$ cat src/rtl/shift_pkg.sv
// rtl/shift_pkg.sv - shared op codes, FSM states and default widths for shift_arbiter
package shift_pkg;

    localparam int WIDTH_DEF = 8;
    localparam int AMT_W_DEF = 3;

    typedef enum logic [1:0] {
        OP_HOLD = 2'b00,
        OP_SHL  = 2'b01,
        OP_SHR  = 2'b10,
        OP_LOAD = 2'b11
    } shift_op_e;

    typedef enum logic [1:0] {
        ST_IDLE  = 2'b00,
        ST_LOAD  = 2'b01,
        ST_SHIFT = 2'b10,
        ST_RESP  = 2'b11
    } arb_state_e;

endpackage

$ cat src/rtl/shift_core.sv
// rtl/shift_core.sv - registered logical shifter with load/hold, zero-filled shifts
module shift_core
    import shift_pkg::*;
#(
    parameter int WIDTH = WIDTH_DEF,
    parameter int AMT_W = AMT_W_DEF
) (
    input  logic             clk,
    input  logic             rst,
    input  logic [1:0]       op,
    input  logic [AMT_W-1:0] s,
    input  logic [WIDTH-1:0] i,
    output logic [WIDTH-1:0] o
);

    logic [WIDTH-1:0] o_q;
    logic [WIDTH-1:0] o_d;

    always_comb begin
        o_d = o_q;
        case (op)
            OP_LOAD: o_d = i;
            OP_SHL:  o_d = o_q << s;
            OP_SHR:  o_d = o_q >> s;
            default: o_d = o_q;
        endcase
    end

    always_ff @(posedge clk) begin
        if (rst) begin
            o_q <= '0;
        end else begin
            o_q <= o_d;
        end
    end

    assign o = o_q;

endmodule

$ cat src/rtl/shift_arbiter.sv
// rtl/shift_arbiter.sv - two-requester round-robin front end sharing one shift_core
module shift_arbiter
    import shift_pkg::*;
#(
    parameter int WIDTH = WIDTH_DEF,
    parameter int AMT_W = AMT_W_DEF
) (
    input  logic             clk,
    input  logic             rst,
    input  logic             req0_valid,
    output logic             req0_ready,
    input  logic [WIDTH-1:0] req0_data,
    input  logic [AMT_W-1:0] req0_amt,
    input  logic             req0_dir,
    output logic             rsp0_valid,
    input  logic             rsp0_ready,
    output logic [WIDTH-1:0] rsp0_data,
    input  logic             req1_valid,
    output logic             req1_ready,
    input  logic [WIDTH-1:0] req1_data,
    input  logic [AMT_W-1:0] req1_amt,
    input  logic             req1_dir,
    output logic             rsp1_valid,
    input  logic             rsp1_ready,
    output logic [WIDTH-1:0] rsp1_data,
    output logic             busy,
    output logic [15:0]      op_count
);

    arb_state_e       state_q;
    arb_state_e       state_d;
    logic             last_q;
    logic             id_q;
    logic             dir_q;
    logic [WIDTH-1:0] data_q;
    logic [AMT_W-1:0] amt_q;
    logic [15:0]      op_count_q;
    logic [15:0]      op_count_d;

    logic             grant;
    logic             idle;
    logic             in_resp;
    logic             accept;
    logic             rsp_hs;
    logic [1:0]       core_op;
    logic [WIDTH-1:0] core_o;

    // With a single requester valid it wins outright; on contention the one
    // not granted last wins. last_q resets to 1 so requester 0 goes first.
    assign grant = (req0_valid && req1_valid) ? ~last_q : ~req0_valid;

    // Outputs are gated by rst so nothing leaks out during reset cycles,
    // even on the first cycle when state_q still holds a stale state.
    assign idle    = (state_q == ST_IDLE) && !rst;
    assign in_resp = (state_q == ST_RESP) && !rst;

    assign req0_ready = idle && req0_valid && !grant;
    assign req1_ready = idle && req1_valid && grant;
    assign accept     = req0_ready || req1_ready;

    assign rsp0_valid = in_resp && !id_q;
    assign rsp1_valid = in_resp && id_q;
    assign rsp0_data  = rsp0_valid ? core_o : '0;
    assign rsp1_data  = rsp1_valid ? core_o : '0;
    assign rsp_hs     = (rsp0_valid && rsp0_ready) || (rsp1_valid && rsp1_ready);

    assign busy     = (state_q != ST_IDLE) && !rst;
    assign op_count = op_count_q;

    always_comb begin
        state_d    = state_q;
        core_op    = OP_HOLD;
        op_count_d = op_count_q;
        case (state_q)
            ST_IDLE: begin
                if (accept) begin
                    state_d = ST_LOAD;
                end
            end
            ST_LOAD: begin
                core_op = OP_LOAD;
                state_d = ST_SHIFT;
            end
            ST_SHIFT: begin
                if (amt_q == '0) begin
                    core_op = OP_HOLD;
                end else if (dir_q) begin
                    core_op = OP_SHR;
                end else begin
                    core_op = OP_SHL;
                end
                state_d = ST_RESP;
            end
            ST_RESP: begin
                if (rsp_hs) begin
                    state_d    = ST_IDLE;
                    op_count_d = op_count_q + 16'd1;
                end
            end
            default: begin
                state_d = ST_IDLE;
            end
        endcase
    end

    always_ff @(posedge clk) begin
        if (rst) begin
            state_q    <= ST_IDLE;
            op_count_q <= '0;
        end else begin
            state_q    <= state_d;
            op_count_q <= op_count_d;
        end
    end

    // Operands are captured once at accept; the requester may change its
    // inputs freely afterwards.
    always_ff @(posedge clk) begin
        if (rst) begin
            last_q <= 1'b1;
            id_q   <= 1'b0;
            dir_q  <= 1'b0;
            data_q <= '0;
            amt_q  <= '0;
        end else if (accept) begin
            last_q <= grant;
            id_q   <= grant;
            dir_q  <= grant ? req1_dir  : req0_dir;
            data_q <= grant ? req1_data : req0_data;
            amt_q  <= grant ? req1_amt  : req0_amt;
        end
    end

    shift_core #(
        .WIDTH (WIDTH),
        .AMT_W (AMT_W)
    ) u_core (
        .clk (clk),
        .rst (rst),
        .op  (core_op),
        .s   (amt_q),
        .i   (data_q),
        .o   (core_o)
    );

endmodule

$ cat config.mk
export PLATFORM = sky130hd
export DESIGN_NAME = shift_arbiter
export DESIGN_NICKNAME = d
export VERILOG_FILES = /design/src/rtl/shift_pkg.sv /design/src/rtl/shift_core.sv /design/src/rtl/shift_arbiter.sv
export SDC_FILE = /design/constraint.sdc
export NUM_CORES = 1
export LEC_CHECK = 0
export CORE_MARGIN = 2
export CORE_UTILIZATION = 53
export DETAILED_ROUTE_END_ITERATION = 16
export PLACE_DENSITY = 0.9
export SLEW_MARGIN = 10
export SYNTH_ARGS = -nofsm -noshare
export SYNTH_HDL_FRONTEND = slang
export SYNTH_SLANG_ARGS = --single-unit
$ cat constraint.sdc
create_clock -name clk -period 4 [get_ports clk]
set_input_delay 0.6 -clock clk [delete_from_list [all_inputs] [get_ports clk]]
set_output_delay 0.6 -clock clk [all_outputs]
set_load 0.05 [all_outputs]
==> results.tsv <==
stage	metric	value	unit
run_status	status	complete, no violations	
placement	DPL Wire Length	5.17	mm
route	WL per Instance	15.4	um
grt	GRT met2 Usage	0.454	
setup_path	Critical Setup Path Class	flip-flop to flip-flop	
cts	Worst-Skew Late Latency	0.30	ns
timing	RSZ-0062 raised after global routing	false	
grt	pin count of the biggest net entering global routing	25	
synth	Post-synth EDFFs	0	
synth	Synth top area share	0.301	
setup_path	Worst Setup SP	amt_q[2]$_SDFFE_PP0P_	
grt	total grt overflow	0	
timing	worst slew pin tran	0.793	ns
timing	Max Clock Skew	0.0111	ns
floorplan	# IOs	67	
synth	Mapped Area	2660	um2
setup_path	CP Data Required Time	4.23	ns
cells_and_area	Nets	420	
route	Initial DRT Pass Iterations	4	
grt	met3 Use GR	0.0602	
cts	CTS resizes	0	
route	final WL	6.92	mm
timing	Max Clock Freq	319	MHz
synth	count of cell types in the netlist	50	
synth	cell taking the most area after synthesis	dfxtp_1	
grt	GRT busiest layer	met2	
cts	hold_buf cts	0	
cells_and_area	Area growth, synth to finish	37.8	%
floorplan	Initial Utilization	0.555	
cts	Clock transition at path regs	0.08	ns
synth	asr flop ratio synth	0	
synth	syn_area_per_cell	8.23	um2
cts	post-CTS setup buffer count	0	
synth	Synth Register Bits	40	
cts	TritonCTS clock tree	yes	
setup_path	worst-path fanout max	15	
placement	placed cells	441	
cts	CTS Buf Count	5	
timing	final worst slack	0.861	ns
synth	synth warn	0	
cts	Clock Path Buffers	2	
setup_path	startpoint types	flip-flop	
setup_path	crit path DAT	3.37	ns
timing	setup TNS	0	ns
cells_and_area	# diodes	0	
setup_path	reg-to-reg slack, setup	0.86	ns
route	vias per cell	5.96	
cells_and_area	share of layout cells above drive strength 1	0.120	
route	vias	2675	
cts	CTS Root Cell	clkbuf_8	
floorplan	total core area	4790	um2
synth	sequential share of the synthesized area	0.301	
grt	GRT Total Usage	0.255	
setup_path	worst reg2reg startpoint	amt_q[2]$_SDFFE_PP0P_	
setup_path	R2R depth	8	
placement	input/output buffers	66	
timing	final count of hold timing violations	0	
cts	clock sinks	40	
cells_and_area	Final Non-Filler Cells	449	
synth	Main synth FF type	dfxtp_1	
floorplan	die width	74.8	um
timing	fin. max-slew vios	0	
synth	syn nets	362	
timing	Hold WS	0.491	ns
timing	max_slew headroom	0.458	
synth	Cells after Synth	323	
placement	GP Congestion	0.993	
cells_and_area	Final Cell Area	3660	um2
placement	placed cell areas	3550	um2
flow_run	max cap viols	0	
power_and_ir_drop	PwrDens	445	nW/um2
setup_path	CP endpoint kind	flip-flop	
power_and_ir_drop	P_leak	1.38	nW
grt	vias in the first global route	2500	
floorplan	Cell Rows	25	
synth	synth top area cells	dfxtp_1 (30%), mux2i_1 (9.4%), nor2_1 (4.4%), a211oi_1 (4.2%), ha_1 (4.2%)	
placement	Place WS	0.899	ns
hold_path	class of the worst hold path	flip-flop to flip-flop	
grt	first-pass GRT wire length	11.1	mm
grt	M1 GR Usage	0.294	
timing	fin crit share	0.785	
setup_path	end of the critical path	u_core.o[2]$_SDFFE_PP0P_	
cts	depth of the CTS H-tree	2	
power_and_ir_drop	Final Power	1.63	mW
power_and_ir_drop	Peak VDD IR	0.289	mV
grt	antenna violations before repair	0	
route	DR iter-0 viols	137	
route	DRC viols	0	
setup_path	FF-to-FF End	u_core.o[2]$_SDFFE_PP0P_	
hold_path	min-delay src	op_count[15]$_SDFFE_PP0P_	
floorplan	Die Ht	74.8	um
floorplan	die area	5600	um2
timing	minimum clock period	3.14	ns
route	post-route ant nets	0	
cells_and_area	Core Util, Final	0.765	
timing	# setup viols final	0	
==> worst min path at each step <==
stage	to	slack, ns	depth (start not counted)
final	op_count[15]$_SDFFE_PP0P_	0.49	2
after global routing	op_count[9]$_SDFFE_PP0P_	0.54	2
after CTS	op_count[15]$_SDFFE_PP0P_	0.50	2
after detailed placement	op_count[15]$_SDFFE_PP0P_	0.48	2
after global placement	op_count[15]$_SDFFE_PP0P_	0.46	2
after floorplan	data_q[1]$_SDFFE_PP0P_	0.47	2
==> cells in the final DEF (no fill, tap or decap), drive strengths merged, types with 6 or more instances in the layout <==
| master | Yosys | layout |
|---|---|---|
| a211oi | 15 | 15 |
| a21oi | 21 | 21 |
| and2 | 9 | 9 |
| and3 | 13 | 13 |
| buf | 5 | 26 |
| clkdlybuf4s50 | 0 | 47 |
| dfxtp | 40 | 40 |
| ha | 9 | 9 |
| inv | 13 | 13 |
| mux2i | 25 | 25 |
| nand2 | 11 | 11 |
| nand3 | 7 | 7 |
| nor2 | 31 | 31 |
| nor3 | 6 | 6 |
| o21ai | 19 | 19 |
| o31ai | 7 | 7 |
| or3 | 6 | 6 |
| or4 | 6 | 6 |
==> power by group <==
group | total (mW) | internal (mW) | switching (mW)
Clock | 0.334 | 0.185 | 0.149
Sequential | 0.549 | 0.459 | 0.0895
Combinational | 0.746 | 0.306 | 0.440
Total | 1.63 | 0.950 | 0.678
==> cell families (layout without fill, tap and decap cells) <==
kind of cell    count (synthesis)  after routing  share of synthesized area
compound gates                 84             84                      0.201
xor+xnor                        7              7                     0.0231
fa+ha+maj                       9              9                     0.0424
buf+inv                        36             95                     0.0527
flops                          40             40                      0.301
mux                            34             34                      0.149
simple gates                  113            113                      0.230
==> flip-flops by register name, summed over array words and instances, names as in the netlist <==
name,count
amt_q,3
data_q,8
dir_q,1
id_q,1
last_q,1
op_count,16
state_q,2
u_core.o,8
==> worst max-delay path: stages (launching register included) <==
cell	delay, ns
dfxtp_1	0.48
nor3_1	0.63
and3b_1	0.24
o21ai_0	0.33
ha_1	0.43
inv_1	0.15
or4_1	0.48
and3_1	0.17
o21ai_0	0.16
==> synth_stat cells, drive strengths merged, types with 7 or more instances <==
cell type,number
o21ai,19
nor2,31
and3,13
and2,9
nand2,11
ha,9
a211oi,15
o31ai,7
dfxtp,40
mux2i,25
a21oi,21
inv,13
nand3,7
clkbuf,17
==> area by class of cell <==
class / instances / area, um2
repair buffers: 73 / 891
inverters: 14 / 52.6
multi-input cells: 247 / 1720
clock buffers: 5 / 68.8
well taps: 67 / 83.8
clock inverters: 3 / 42.5
flip-flops and latches: 40 / 801
fillers: 349 / 1120
==> layer usage <==
metal | routed length [um] | vias to the layer above
li1 | - | 1309
met1 | 2810 | 1209
met2 | 3400 | 135
met3 | 522 | 22
met4 | 193 | 0
met5 | 0 | -
(Power assumes the default switching activity.)
